===== config.mk =====
export PLATFORM = sky130hd
export DESIGN_NAME = log2_arbiter
export DESIGN_NICKNAME = d
export VERILOG_FILES = /design/src/rtl/log2_arbiter.sv
export SDC_FILE = /design/constraint.sdc
export NUM_CORES = 1
export LEC_CHECK = 0
export CORE_MARGIN = 5
export CORE_UTILIZATION = 37
export CTS_CLUSTER_SIZE = 20
export DETAILED_ROUTE_END_ITERATION = 10
export PLACE_DENSITY = 0.81
export SYNTH_ARGS = -nofsm -noshare
export SYNTH_HDL_FRONTEND = slang
export SYNTH_SLANG_ARGS = --single-unit

===== constraint.sdc =====
create_clock -name clk -period 5 [get_ports clk]
set_input_delay 1.5 -clock clk [delete_from_list [all_inputs] [get_ports clk]]
set_output_delay 1.5 -clock clk [all_outputs]
set_load 0.01 [all_outputs]

===== src/rtl/log2_arbiter.sv =====
// Round-robin front end sharing one pipelined log2 unit between NUM_REQ requesters.
// Optional macro LOG2_ARB_CLAMP_EN: operands below 0x000100 are driven to the unit as 0x000100.
module log2_arbiter #(
  parameter int unsigned NUM_REQ = 4,
  parameter int unsigned LAT     = 3
) (
  input  logic                    clk,
  input  logic                    reset,
  input  logic [NUM_REQ-1:0]      req_valid,
  input  logic [24*NUM_REQ-1:0]   req_data,
  output logic [NUM_REQ-1:0]      req_ready,
  output logic [NUM_REQ-1:0]      res_valid,
  output logic [12*NUM_REQ-1:0]   res_data,
  output logic [NUM_REQ-1:0]      res_err,
  output logic [23:0]             log_din,
  input  logic [11:0]             log_dout
);

  localparam int unsigned IDXW = (NUM_REQ > 1) ? $clog2(NUM_REQ) : 1;

  logic [IDXW-1:0]       r_ptr;
  logic                  w_found;
  logic [IDXW-1:0]       w_gidx;
  logic [IDXW-1:0]       w_idx;
  logic [23:0]           w_opnd;
  logic [23:0]           w_din;
  logic                  w_err;

  logic [LAT-1:0]        r_tv;
  logic [LAT-1:0]        r_te;
  logic [IDXW-1:0]       r_ti [LAT];

  logic [NUM_REQ-1:0]    r_res_valid;
  logic [NUM_REQ-1:0]    r_res_err;
  logic [12*NUM_REQ-1:0] r_res_data;

  // Search starts one past the last granted index; reset masks every grant.
  always_comb begin
    w_found = 1'b0;
    w_gidx  = '0;
    w_idx   = '0;
    for (int unsigned k = 1; k <= NUM_REQ; k++) begin
      w_idx = IDXW'((32'(r_ptr) + k) % NUM_REQ);
      if (!w_found && req_valid[w_idx]) begin
        w_found = 1'b1;
        w_gidx  = w_idx;
      end
    end
    if (reset) begin
      w_found = 1'b0;
    end
  end

  always_comb begin
    req_ready = '0;
    if (w_found) begin
      req_ready[w_gidx] = 1'b1;
    end
  end

  always_comb begin
    w_opnd = '0;
    for (int unsigned i = 0; i < NUM_REQ; i++) begin
      if (w_found && (w_gidx == IDXW'(i))) begin
        w_opnd = req_data[24*i +: 24];
      end
    end
    w_err = (w_opnd[23:8] == 16'h0000);
    w_din = w_opnd;
`ifdef LOG2_ARB_CLAMP_EN
    if (w_found && w_err) begin
      w_din = 24'h000100;
    end
`else
`endif
  end

  assign log_din = w_din;

  always_ff @(posedge clk) begin
    if (reset) begin
      r_ptr <= IDXW'(NUM_REQ - 1);
    end else if (w_found) begin
      r_ptr <= w_gidx;
    end
  end

  // Only the valid bits need reset; index/err are don't-care while invalid.
  always_ff @(posedge clk) begin
    if (reset) begin
      r_tv <= '0;
    end else begin
      r_tv[0] <= w_found;
      for (int unsigned s = 1; s < LAT; s++) begin
        r_tv[s] <= r_tv[s-1];
      end
    end
    r_ti[0] <= w_gidx;
    r_te[0] <= w_err;
    for (int unsigned s = 1; s < LAT; s++) begin
      r_ti[s] <= r_ti[s-1];
      r_te[s] <= r_te[s-1];
    end
  end

  always_ff @(posedge clk) begin
    if (reset) begin
      r_res_valid <= '0;
      r_res_err   <= '0;
      r_res_data  <= '0;
    end else begin
      r_res_valid <= '0;
      r_res_err   <= '0;
      for (int unsigned i = 0; i < NUM_REQ; i++) begin
        if (r_tv[LAT-1] && (r_ti[LAT-1] == IDXW'(i))) begin
          r_res_valid[i]         <= 1'b1;
          r_res_err[i]           <= r_te[LAT-1];
          r_res_data[12*i +: 12] <= log_dout;
        end
      end
    end
  end

  assign res_valid = r_res_valid;
  assign res_err   = r_res_err;
  assign res_data  = r_res_data;

endmodule


==> run metrics, run 1 <==
outcome=finished clean; post-synthesis sequential area ratio=43.8%; leakage power=0.00224 uW; Ys Warns=0; r2r worst-path depth=10; WS Path Type=in -> out; CP Launch Type=primary input; Arr. time, crit path=3.48 ns; share of cells above drive strength 1=15.7%; die span in x=103 um; Root Buffer=clkbuf_8; net switching power=399 uW; max-cap check violation count=0; area delta synth->final=79.0%; Sequential Power Share=38.5%; Skew-Pair Late Insertion Delay=0.34 ns; Post-CTS Hold Fix Bufs=0; hold path cells=0; CTS Buf Count=9; final setup skew=0.0104 ns; Placer Congestion=0.877; Initial Util=37.4%; #FFs+latches synth=70; die area=0.0106 mm2; Nets=700; Tcrit/Tclk final=99.7%; setup TNS=0 ns; main combinational cell family by area after synthesis=simple AND/OR/NAND/NOR gates; EDFF count, synth=0; largest net degree at the start of global routing=58; hold crit path type=reg -> reg; Post-Synth XOR/XNOR Area=0%; CP endpoint kind=primary output; Internal=1130 uW; post-route minimum period=4.98 ns; adder-cell share of the synthesized area=0%; initial antenna violation count=1; met3 Track Usage GR=9.40%; syn_area_per_cell=8.76 um2; CP Max Fanout=10; dpl cells=670; Design Power=1530 uW; Cell Pwr Density=267 mW/mm2; H-tree depth=3; Clock Power Share=32.8%; syn_nets=479; synth unique cells=40; initial drt markers=88; Rows=34; vias in the first global route=3619; Routed WL=12100 um; Antenna Nets Post-Route=0; Simple-Gate Fraction of Synth Area=21.8%; global route overflow=0; CP Data Required Time=3.50 ns; Avg Vias per Cell=5.10; per-cell routed wire length=17.3 um; setup repair after global routing missed its margin=yes; Setup Viol. Count Final=0; PortBufs=197; Synth Cell Area=0.00320 mm2; first-pass GRT wire length=18100 um; post-synthesis mux area share=15.0%; total track usage=22.3%; slew margin rel.=42.5%; core region area=0.00855 mm2; Max Root-Sink Buffers=2; met2 Track Usage GR=40.2%; Final Non-Filler Cells=700; layer with the highest usage=met2; Tightest Pin Transition=0.860 ns; Die H=103 um; VDD IR-drop max=127 uV; Sw Ratio=26.1%; via total after detailed routing=3569; TritonCTS clock tree=done; Fillers=695; IO Pins=198; Compound-Gate Fraction of Synth Area=13.6%; Synth Flop Type=dfxtp_1; Worst-path clk slew=0.07 ns; Post-Syn Instances=365; max-slew violation count=0; met1 usage=22.9%; Sink Count=70; FMAX=201 MHz; FFs w/ async S/R, synth=0%; Final Hold Vio Count=0; Comb power frac=28.7%; HPWL after detailed placement=9200 um; DRC=0; 1st-pass router iterations=4
-- power groups by stage --
| stage | logic [uW] | registers [uW] | clock network [uW] |
|---|---|---|---|
| finish | 439 | 589 | 502 |
| global route | 467 | 591 | 540 |
| CTS | 431 | 589 | 509 |
| detailed placement | 412 | 601 | 0 |
| global placement | 408 | 600 | 0 |
| floorplan | 192 | 601 | 0 |
-- cell type report --
type	instances	area [um2]	share of cell area [%]
repair inverters	1	7.51	0.131
multi-input cells	267	1690	29.5
clock inverters	5	82.6	1.44
well taps	108	135	2.36
clock buffers	11	141	2.47
diodes	1	2.50	0.0437
flip-flops and latches	70	1400	24.5
inverters	3	18.8	0.328
repair buffers	234	2250	39.2
-- final timing paths --
| check | start | end | slack [ns] |
|---|---|---|---|
| max | req_valid[0] | log_din[21] | 0.02 |
| min | r_te[0]$_DFF_P_ | r_te[1]$_DFF_P_ | 0.33 |
| max reg2reg | r_ptr[1]$_SDFFE_PP1P_ | r_te[0]$_DFF_P_ | 2.61 |
| min reg2reg | r_te[0]$_DFF_P_ | r_te[1]$_DFF_P_ | 0.33 |
-- state kept, by name, indices dropped and copies added, names as in the netlist --
name,cells
res_data,48
r_ti,6
res_err,4
res_valid,4
r_te,3
r_tv,3
r_ptr,2
-- per-stage QoR --
step | area (um2) | hold WS (ns) | setup slack, ns | util, %
6_report | 5720 | 0.328 | 0.0158 | 66.9
5_1_grt | 5720 | 0.334 | -0.0608 | 66.9
4_1_cts | 5690 | 0.329 | 0.0158 | 66.6
3_5_place_dp | 5360 | 0.312 | -0.596 | 62.6
3_3_place_gp | 5360 | 0.310 | -0.527 | 62.6
2_1_floorplan | 3200 | 0.310 | 0.398 | -
-- repair_timing --
| action | CTS | global route |
|---|---|---|
| resized for setup | 41 | 22 |
| gates cloned | 4 | 0 |
| endpoints found under the setup margin | 28 | 23 |
| pin swaps | 3 | 3 |
| buffers inserted | 7 | 2 |
-- critical path: stages --
cell           delay [ns]
dlygate4sd2_1        0.27
buf_4                0.15
nand3b_1             0.08
nand2_1              0.06
or3_4                0.42
inv_8                0.10
bufbuf_16            0.29
mux2i_1              0.18
o22ai_1              0.13
dlygate4sd2_1        0.30
-- cells by family after synthesis --
logic type,Yosys count
AND/OR/NAND/NOR,154
flip-flops,70
AO/OA/AOI/OAI,73
multiplexers,38
buffers and inverters,30
-- cell usage after synthesis (2+ instances only) --
| cell type | number | area share (%) |
|---|---|---|
| nor2_1 | 15 | 1.8 |
| or2_2 | 2 | 0.39 |
| nand3b_1 | 3 | 0.70 |
| a211oi_2 | 2 | 0.78 |
| nor4_1 | 4 | 0.78 |
| o22ai_1 | 11 | 2.2 |
| nand2b_1 | 3 | 0.59 |
| buf_4 | 2 | 0.47 |
| buf_2 | 2 | 0.31 |
| a21oi_1 | 48 | 7.5 |
| mux4_2 | 8 | 5.6 |
| and2_1 | 8 | 1.6 |
| nand2_1 | 102 | 12 |
| buf_6 | 6 | 2.1 |
| nor3_1 | 4 | 0.63 |
| dfxtp_1 | 70 | 44 |
| mux2i_1 | 30 | 9.4 |
| clkbuf_1 | 16 | 1.9 |
| a211oi_1 | 7 | 1.6 |
| nor2b_1 | 2 | 0.39 |
-- cell usage in the layout, fill, tap and decap left out, types with 4 or more instances in the layout --
master           count
clkbuf_8            10
o22ai_1              7
nor2_1              15
and2_1               8
mux2i_1             29
nor4_1               4
a211oi_2             4
dlygate4sd2_1       20
a211oi_1             5
o22ai_2              5
clkdlybuf4s50_1    164
dfxtp_1             70
a21oi_1             48
buf_4               34
nand2_1            102
mux4_2               8
clkbuf_2             6
nor3_1               4
-- metal layers --
| layer | up-vias | share of wire, % |
|---|---|---|
| li1 | 1704 | - |
| met1 | 1644 | 35 |
| met2 | 196 | 50 |
| met3 | 25 | 12 |
| met4 | 0 | 3.2 |
| met5 | - | 0 |
Note: power is estimated with default switching activity, not from simulation.
==> run 2, diff against run 1 <==
--- a/config.mk
+++ b/config.mk
@@ -9,6 +9,7 @@
 export CORE_UTILIZATION = 37
 export CTS_CLUSTER_SIZE = 20
 export DETAILED_ROUTE_END_ITERATION = 10
+export GPL_ROUTABILITY_DRIVEN = 0
 export PLACE_DENSITY = 0.81
 export SYNTH_ARGS = -nofsm -noshare
 export SYNTH_HDL_FRONTEND = slang
==> results of run 2 <==
Final layout, timing and power as in run 1 (identical DEF).
==> run 3, diff against run 2 <==
--- a/config.mk
+++ b/config.mk
@@ -5,12 +5,14 @@
 export SDC_FILE = /design/constraint.sdc
 export NUM_CORES = 1
 export LEC_CHECK = 0
+export ABC_AREA = 1
 export CORE_MARGIN = 5
-export CORE_UTILIZATION = 37
+export CORE_UTILIZATION = 39
 export CTS_CLUSTER_SIZE = 20
 export DETAILED_ROUTE_END_ITERATION = 10
 export GPL_ROUTABILITY_DRIVEN = 0
-export PLACE_DENSITY = 0.81
+export PLACE_DENSITY = 0.82
+export SKIP_CTS_REPAIR_TIMING = 1
 export SYNTH_ARGS = -nofsm -noshare
 export SYNTH_HDL_FRONTEND = slang
 export SYNTH_SLANG_ARGS = --single-unit
==> run 3 against run 2 <==
Routed wire length grew 8.6%. Register-to-register slack lost 0.26 ns. Die area grew 2.5%. Hold slack lost 0.0027 ns. Total power grew 110%. Clock power shrank 2%. Design area grew 7.1%. Utilization grew 3.7 points. Sequential share of layout area shrank 1.6 points. Clock-buffer cell count shrank 1. Largest cell class unchanged. Synthesized area grew 8.3%.
==> run metrics, run 3 <==
outcome=finished clean; #FFs+latches synth=70; CP Max Fanout=5; initial antenna violation count=3; multi-input logic area=0.00169 mm2; EDFF count, synth=0; vias in the first global route=4297; WS Path Type=in -> out; largest net degree at the start of global routing=50; syn_nets=635; Final Non-Filler Cells=859; Worst-path clk slew=0.07 ns; FMAX=203 MHz; die span in x=104 um; dpl cells=829; Post-synth top cells=122 x nor2_1, 73 x nand2_1, 70 x dfxtp_1; CTS Buf Count=9; max-cap check violation count=0; Synth Flop Type=dfxtp_1; IO Pins=198; Internal=1930 uW; Fillers=698; critical-path cell list=dlymetal6s2s_1, nand2_1, nand2_2, nand2_4, nand2_4, nor2_4, nand3_1, nand2_1, nand2_2, nor2_4, nand2_4, clkinvlp_4, buf_4, clkdlybuf4s50_1; area leader, netlist=dfxtp_1; Sink Count=70; FFs w/ async S/R, synth=0%; TritonCTS clock tree=done; cell mode on critical path=nand2_4; Critical-path top delay cell=clkdlybuf4s50_1; VDD IR-drop max=410 uV; CP Launch Type=primary input; Die H=104 um; most common cell after layout, fill and taps aside=clkdlybuf4s50_1; setup repair after global routing missed its margin=no; Nets=857; reg2reg setup slack=2.35 ns; Clock Power Share=15.1%; Setup Viol. Count Final=0; max-slew violation count=0; core region area=0.00868 mm2; post-route minimum period=4.93 ns; Design Power=3280 uW; Avg Vias per Cell=5.03; Rows=34; Tcrit/Tclk final=98.5%; hold crit path type=reg -> reg; Cell Pwr Density=534 mW/mm2; top post-synthesis cells by area=dfxtp_1 40%, nor2_1 13%, nand2_1 7.9%; Routed WL=13100 um; HPWL after detailed placement=10300 um; 1st-pass router iterations=5; synth unique cells=22; CP Data Required Time=3.50 ns; share of cells above drive strength 1=12.8%; slew margin rel.=42.4%; DRC=0; top cell type's share of synthesized area=40.5%; Post-Syn Instances=521; max reg flops=48; H-tree depth=3; per-cell routed wire length=15.3 um; post-synthesis sequential area ratio=40.5%; Arr. time, crit path=3.43 ns; storage element area=0.00140 mm2; Sequential Power Share=21.1%; syn_area_per_cell=6.65 um2; first-pass GRT wire length=20000 um; Root Buffer=clkbuf_8; Skew-Pair Late Insertion Delay=0.34 ns; top-count cell post-synth=nor2_1; area delta synth->final=77.1%; Max Root-Sink Buffers=2; global route overflow=0; via total after detailed routing=4322; net switching power=1350 uW; Tightest Pin Transition=0.862 ns; Comb power frac=63.8%; CP endpoint kind=primary output; Sw Ratio=41.1%; die area=0.0109 mm2; max incr delay on CP=0.54 ns; Final Hold Vio Count=0; final setup skew=0.00748 ns; Ys Warns=0; PortBufs=197; Synth Cell Area=0.00346 mm2; Antenna Nets Post-Route=0; most frequent cells in the layout=167 x clkdlybuf4s50_1, 120 x nor2_1, 70 x nand2_1, 70 x dfxtp_1, 56 x inv_1; leakage power=0.00308 uW; total track usage=22.5%; Initial Util=39.9%; initial drt markers=130
==> run 3: cells by family (layout without fill, tap and decap cells) <==
family | count (synthesis) | after routing | synth area share [%]
and+or+nand+nor | 299 | 299 | 39.0
buffers and inverters | 90 | 317 | 11.6
DFF | 70 | 70 | 40.5
AOI/OAI and AO/OA | 62 | 62 | 8.96
other | 0 | 3 | 0
==> run 3: through the flow <==
stage                     instance area (um2)  utilization (%)  setup WS, ns  setup TNS, ns  hold WS (ns)
after floorplan                          3460                -         0.612              0         0.310
after global placement                   5670             65.4        -0.333          -8.00         0.310
after detailed placement                 5670             65.4        -0.394          -9.39         0.315
after CTS                                5900             67.9        -0.406          -9.81         0.328
after global routing                     6130             70.7       0.00389              0         0.332
final                                    6130             70.7        0.0733              0         0.325
==> run 3: final timing paths <==
check / end / from / cells after the start
worst min-delay path: r_te[2]$_DFF_P_ / r_te[1]$_DFF_P_ / 0
worst min register to register: r_te[2]$_DFF_P_ / r_te[1]$_DFF_P_ / 0
worst max register to register: r_te[0]$_DFF_P_ / r_ptr[0]$_SDFFE_PP1P_ / 19
worst max-delay path: req_ready[3] / req_valid[0] / 14
==> run 3: layout make-up <==
cell class                 instances  share of cell area, %
tap                              108                   2.20
antenna                            3                  0.122
inverter                          63                   4.06
clock inverter                     6                   1.39
timing repair inverter             1                  0.122
timing repair buffer             237                   39.4
multi-input combinational        361                   27.6
sequential                        70                   22.9
clock buffer                      10                   2.24
==> run 3: worst max-delay path: cells and delay by family <==
family                 cells  cell delay, ns
buffers and inverters      4            0.92
AND/OR/NAND/NOR           10            1.02
==> run 3: power groups by stage <==
stage          combinational, uW  clock (uW)  sequential, uW
2_1_floorplan               1050           0             694
3_3_place_gp                1940           0             697
3_5_place_dp                1980           0             702
4_1_cts                     2000         503             690
5_1_grt                     2260         526             699
6_report                    2090         494             692
==> run 3: layer usage <==
| layer | global-route usage (%) | vias up | share of wire [%] |
|---|---|---|---|
| li1 | - | 2103 | - |
| met3 | 6.39 | 35 | 8.8 |
| met4 | 13.0 | 0 | 4.2 |
| met2 | 41.6 | 222 | 52 |
| met1 | 22.1 | 1962 | 35 |
| met5 | 0 | - | 0 |
==> RTL change 1, RTL diff (flow settings as in run 3) <==
Build with the macro `LOG2_ARB_CLAMP_EN` defined.
--- a/src/rtl/log2_arbiter.sv
+++ b/src/rtl/log2_arbiter.sv
@@ -1,5 +1,7 @@
 // Round-robin front end sharing one pipelined log2 unit between NUM_REQ requesters.
 // Optional macro LOG2_ARB_CLAMP_EN: operands below 0x000100 are driven to the unit as 0x000100.
+`define LOG2_ARB_CLAMP_EN
+
 module log2_arbiter #(
   parameter int unsigned NUM_REQ = 4,
   parameter int unsigned LAT     = 3
Function: changed (a bounded check fails within 4 cycles, from zero or initial values and one cycle with reset high).
==> RTL change 1 against run 3 <==
The run now ends with negative setup slack left. Wire length shrank 2.1%. Design area rose by 1.2%. Power grew 6.9%. Area after synthesis down 0.29%. Via count fell by 1.1%. Setup slack got worse by 0.43 ns. Sequential power barely moved. Sequential cell count did not move. Worst hold slack better by 0.0035 ns. First-iteration DRC count grew 72%. Critical endpoint is now log_din[6]. Largest cell class unchanged.
==> RTL change 1: results <==
[status]
status = "finished with violations"
violations = "negative setup slack"

[clock_network]
cts.path.max_buffers = 2
cts_buffers = 9
clk_pin_slew_worst_paths_ns = 0.07
clkLatencyLatePin_ns = 0.34
cts_root_buffer = "clkbuf_8"

[min_path]
min_path_type = "reg -> reg"
hp-start = "r_ti[0][1]$_DFF_P_"
min_path_cells = 0
hold_path_end = "r_ti[0][3]$_DFF_P_"

[global_routing]
grt_pass1_vias = 4147
antenna_found_initial = 0
track_usage_pct = 22.0
grt_pass1_wl_microns = 20000
grt_max_degree = 51

[setup_path]
cp-startpoint = "req_valid[0]"
cp_top_family = "simple AND/OR/NAND/NOR gates"
reg2reg_slack_ns = 2.41
path_max_fanout = 11
slowest_stage = "buf_4"
slowest_delay_ns = 0.17
critPathArrivalTime_ns = 3.86
crit_path_end = "log_din[6]"
r2r_cells = 20

[layout]
largest_reg_flops = 48
final_nets = 834
nFillCells = 685
antenna_cells = 0
drive_gt1_share_pct = 16.6

[placed_design]
io_buffers = 197
hpwl_microns = 9640
place_ws_ns = -0.823

[synth]
yosys-top-cells-area = "dfxtp_1, nand2_1, nor2_1"
ys_top_cells_by_count = "nand2_1, nor2_1, dfxtp_1"
syn_nets = 605
synthArstFlopShare_pct = 0
yosysSeqAreaShare_pct = 40.6
synth_cell_types = 26

[pwr]
power_leakage_uw = 0.00284
ir_worst_vdd_mv = 0.538

[timing]
worst_slack_ns = -0.355
tightest_slew_ns = 0.900
setup_violations = 9
finClkSkew_ns = 0.00459
hold_ws_ns = 0.328

[detailed_routing]
first_iter_violations = 223
via_per_inst = 5.14
routedWlPerCell_microns = 15.4
RTL change 1: cell types whose count changed in the layout (fill, tap and decap cells not counted), sizes merged, moves of 8 or more:
cell          run 3  this run
nand2            91       111
buf              39        47
inv              61        38
nand4            25        34
nand3            52        35
nor2            126       104
RTL change 1: report_power, final:
part	internal [uW]	switching (uW)
Combinational	1080	1200
Sequential	639	50.7
Clock	328	206
RTL change 1: per-layer routing:
| metal | track usage, % | routed length (microns) | vias up |
|---|---|---|---|
| met4 | 8.51 | 389 | 0 |
| met1 | 24.9 | 4820 | 1958 |
| met3 | 5.96 | 1070 | 32 |
| li1 | - | - | 2068 |
| met5 | 0 | 0 | - |
| met2 | 39.0 | 6570 | 216 |
RTL change 1: kinds of logic (layout without fill, tap and decap cells):
logic type             Yosys count  after routing  synth area share [%]
AOI/OAI and AO/OA               68             68                  10.5
buffers and inverters           66            298                  9.02
DFF                             70             70                  40.6
and+or+nand+nor                287            288                  39.9
RTL change 1: layout make-up:
class / count / area [sq um] / share of cell area (%)
flip-flops and latches: 70 / 1400 / 22.6
clock buffers: 9 / 124 / 2.00
well taps: 108 / 135 / 2.18
multi-input cells: 356 / 1850 / 29.9
clock inverters: 6 / 111 / 1.80
repair buffers: 243 / 2420 / 39.0
inverters: 40 / 161 / 2.60
RTL change 1: stage by stage:
| stage | instance area, sq um | std cells | total power, uW | TNS, ns |
|---|---|---|---|---|
| after detailed placement | 5640 | 796 | 2770 | -14.15 |
| after global routing | 6200 | 832 | 3730 | -3.42 |
| after CTS | 5870 | 811 | 3310 | -14.38 |
| after global placement | 5640 | 796 | 2730 | -12.19 |
| after floorplan | 3450 | 491 | 1830 | 0 |
| final | 6200 | 832 | 3500 | -2.00 |
==> RTL change 2, RTL diff (config.mk and constraints of run 3) <==
Without the edit above. Put one more register stage on the output `res_err`, without a reset. The value now appears one clock later. The other outputs are not delayed to match.
--- a/src/rtl/log2_arbiter.sv
+++ b/src/rtl/log2_arbiter.sv
@@ -122,7 +122,9 @@
   end
 
   assign res_valid = r_res_valid;
-  assign res_err   = r_res_err;
+  always_ff @(posedge clk) begin
+    res_err <= r_res_err;
+  end
   assign res_data  = r_res_data;
 
 endmodule
Check against the original RTL: not equivalent (Yosys sat finds a counterexample within 10 cycles, from zero or initial values and one cycle with reset high).
==> RTL change 2 against run 3 <==
Area after synthesis up 2.7%. Setup slack better by 0.034 ns. Design area up 3.7%. Wire length up 8.1%. Power up 13%. Critical path depth up 4. Sequential cell count up 4. Utilization up 1.5 points.
==> RTL change 2: results <==
[status]
status = "completed"

[setup_path]
crit_path_end = "log_din[2]"
r2r_cells = 20
cp-startpoint = "req_valid[2]"
reg2reg_from = "r_ptr[0]$_SDFFE_PP1P_"
path_max_fanout = 6
slowest_stage = "nor2_4"
slowest_delay_ns = 0.22
critPathArrivalTime_ns = 3.39
r2r-end = "r_te[0]$_DFF_P_"
reg2reg_slack_ns = 2.30

[global_routing]
grt_max_degree = 51
track_usage_pct = 23.6
antenna_found_initial = 0
grt_pass1_vias = 4319
grt_pass1_wl_microns = 21100

[synth]
syn_nets = 647
yosys-top-cells-area = "dfxtp_1, nor2_1, nand3_1"
synth_compound_area_share_pct = 9.15
ys_top_cells_by_count = "nor2_1, nand2_1, dfxtp_1"
synthMuxAreaShare_pct = 0
synth_cell_types = 24
yosysSeqAreaShare_pct = 41.7

[layout]
largest_reg_flops = 48
drive_gt1_share_pct = 15.8
antenna_cells = 0
final_nets = 890

[clock_network]
cts.path.max_buffers = 2
cts_root_buffer = "clkbuf_8"
clkLatencyLatePin_ns = 0.34

[pwr]
ir_worst_vdd_mv = 0.472
power_leakage_uw = 0.00323

[detailed_routing]
drt_wl_total_microns = 14200
first_iter_violations = 194
routed-via-count = 4473

[timing]
slew-limit-headroom_pct = 42.7
worst_slack_ns = 0.107
finClkSkew_ns = 0.00621

[placed_design]
hpwl_microns = 10700
place_ws_ns = -0.463
## RTL change 2: changes by cell type in the layout (fill, tap and decap cells not counted), sizes merged, moves of 2 or more
| cell | run 3 | this run |
|---|---|---|
| o21ai | 48 | 50 |
| nand2 | 91 | 95 |
| dfxtp | 70 | 74 |
| clkdlybuf4s50 | 167 | 165 |
| nand4 | 25 | 10 |
| diode | 3 | 0 |
| nand3 | 52 | 71 |
| buf | 39 | 58 |
| nor2 | 126 | 124 |
| inv | 61 | 63 |
| clkbuf | 12 | 14 |
## RTL change 2: power by group
| part | internal (uW) | switching, uW | total, uW | leakage [uW] |
|---|---|---|---|---|
| Combinational | 1160 | 1250 | 2410 | 0.00251 |
| Sequential | 671 | 54.5 | 725 | 0.000601 |
| Clock | 331 | 221 | 552 | 0.000116 |
| Total | 2160 | 1530 | 3690 | 0.00323 |
## RTL change 2: worst min-delay path by stage
stage,end,start,slack [ns]
global route,res_err[0]$_DFF_P_,r_res_err[0]$_SDFF_PP0_,0.34
global placement,r_ti[0][2]$_DFF_P_,r_ti[0][0]$_DFF_P_,0.31
floorplan,r_te[1]$_DFF_P_,r_te[0]$_DFF_P_,0.31
detailed placement,res_err[0]$_DFF_P_,r_res_err[0]$_SDFF_PP0_,0.31
finish,r_ti[0][3]$_DFF_P_,r_ti[0][1]$_DFF_P_,0.33
CTS,r_te[1]$_DFF_P_,r_te[0]$_DFF_P_,0.33
## RTL change 2: worst reg2reg max path: cells and delay by family (launching register included)
family,cells,cell delay (ns)
DFF,1,0.60
and+or+nand+nor,15,1.39
buffers and inverters,5,0.63
## RTL change 2: area by class of cell
| cell class | instances | area [sq um] |
|---|---|---|
| clock buffer | 9 | 124 |
| clock inverter | 6 | 115 |
| fill | 663 | 2450 |
| inverter | 66 | 264 |
| multi-input combinational | 368 | 1730 |
| sequential | 74 | 1480 |
| tap | 108 | 135 |
| timing repair buffer | 256 | 2500 |
| timing repair inverter | 1 | 7.51 |
## RTL change 2: through the flow
step / cells / utilization [%] / hold WS [ns] / instance area [sq um]
final: 888 / 72.2 / 0.331 / 6360
after global routing: 888 / 72.2 / 0.335 / 6360
after CTS: 863 / 68.4 / 0.331 / 6020
after detailed placement: 848 / 65.7 / 0.313 / 5780
after global placement: 848 / 65.7 / 0.312 / 5780
after floorplan: 533 / - / 0.310 / 3560
## RTL change 2: logic make-up after synthesis
kind of cell | after synthesis
buffers and inverters | 91
AOI/OAI and AO/OA | 64
and+or+nand+nor | 304
DFF | 74
## RTL change 2: per-layer routing
layer  part of all wire (%)  GRT usage [%]  vias to the layer above
met1                     36           25.3                     2021
met2                     50           41.8                      252
met4                    3.8           9.75                        0
met3                     10           8.62                       34
met5                      0              0                        -
li1                       -              -                     2166
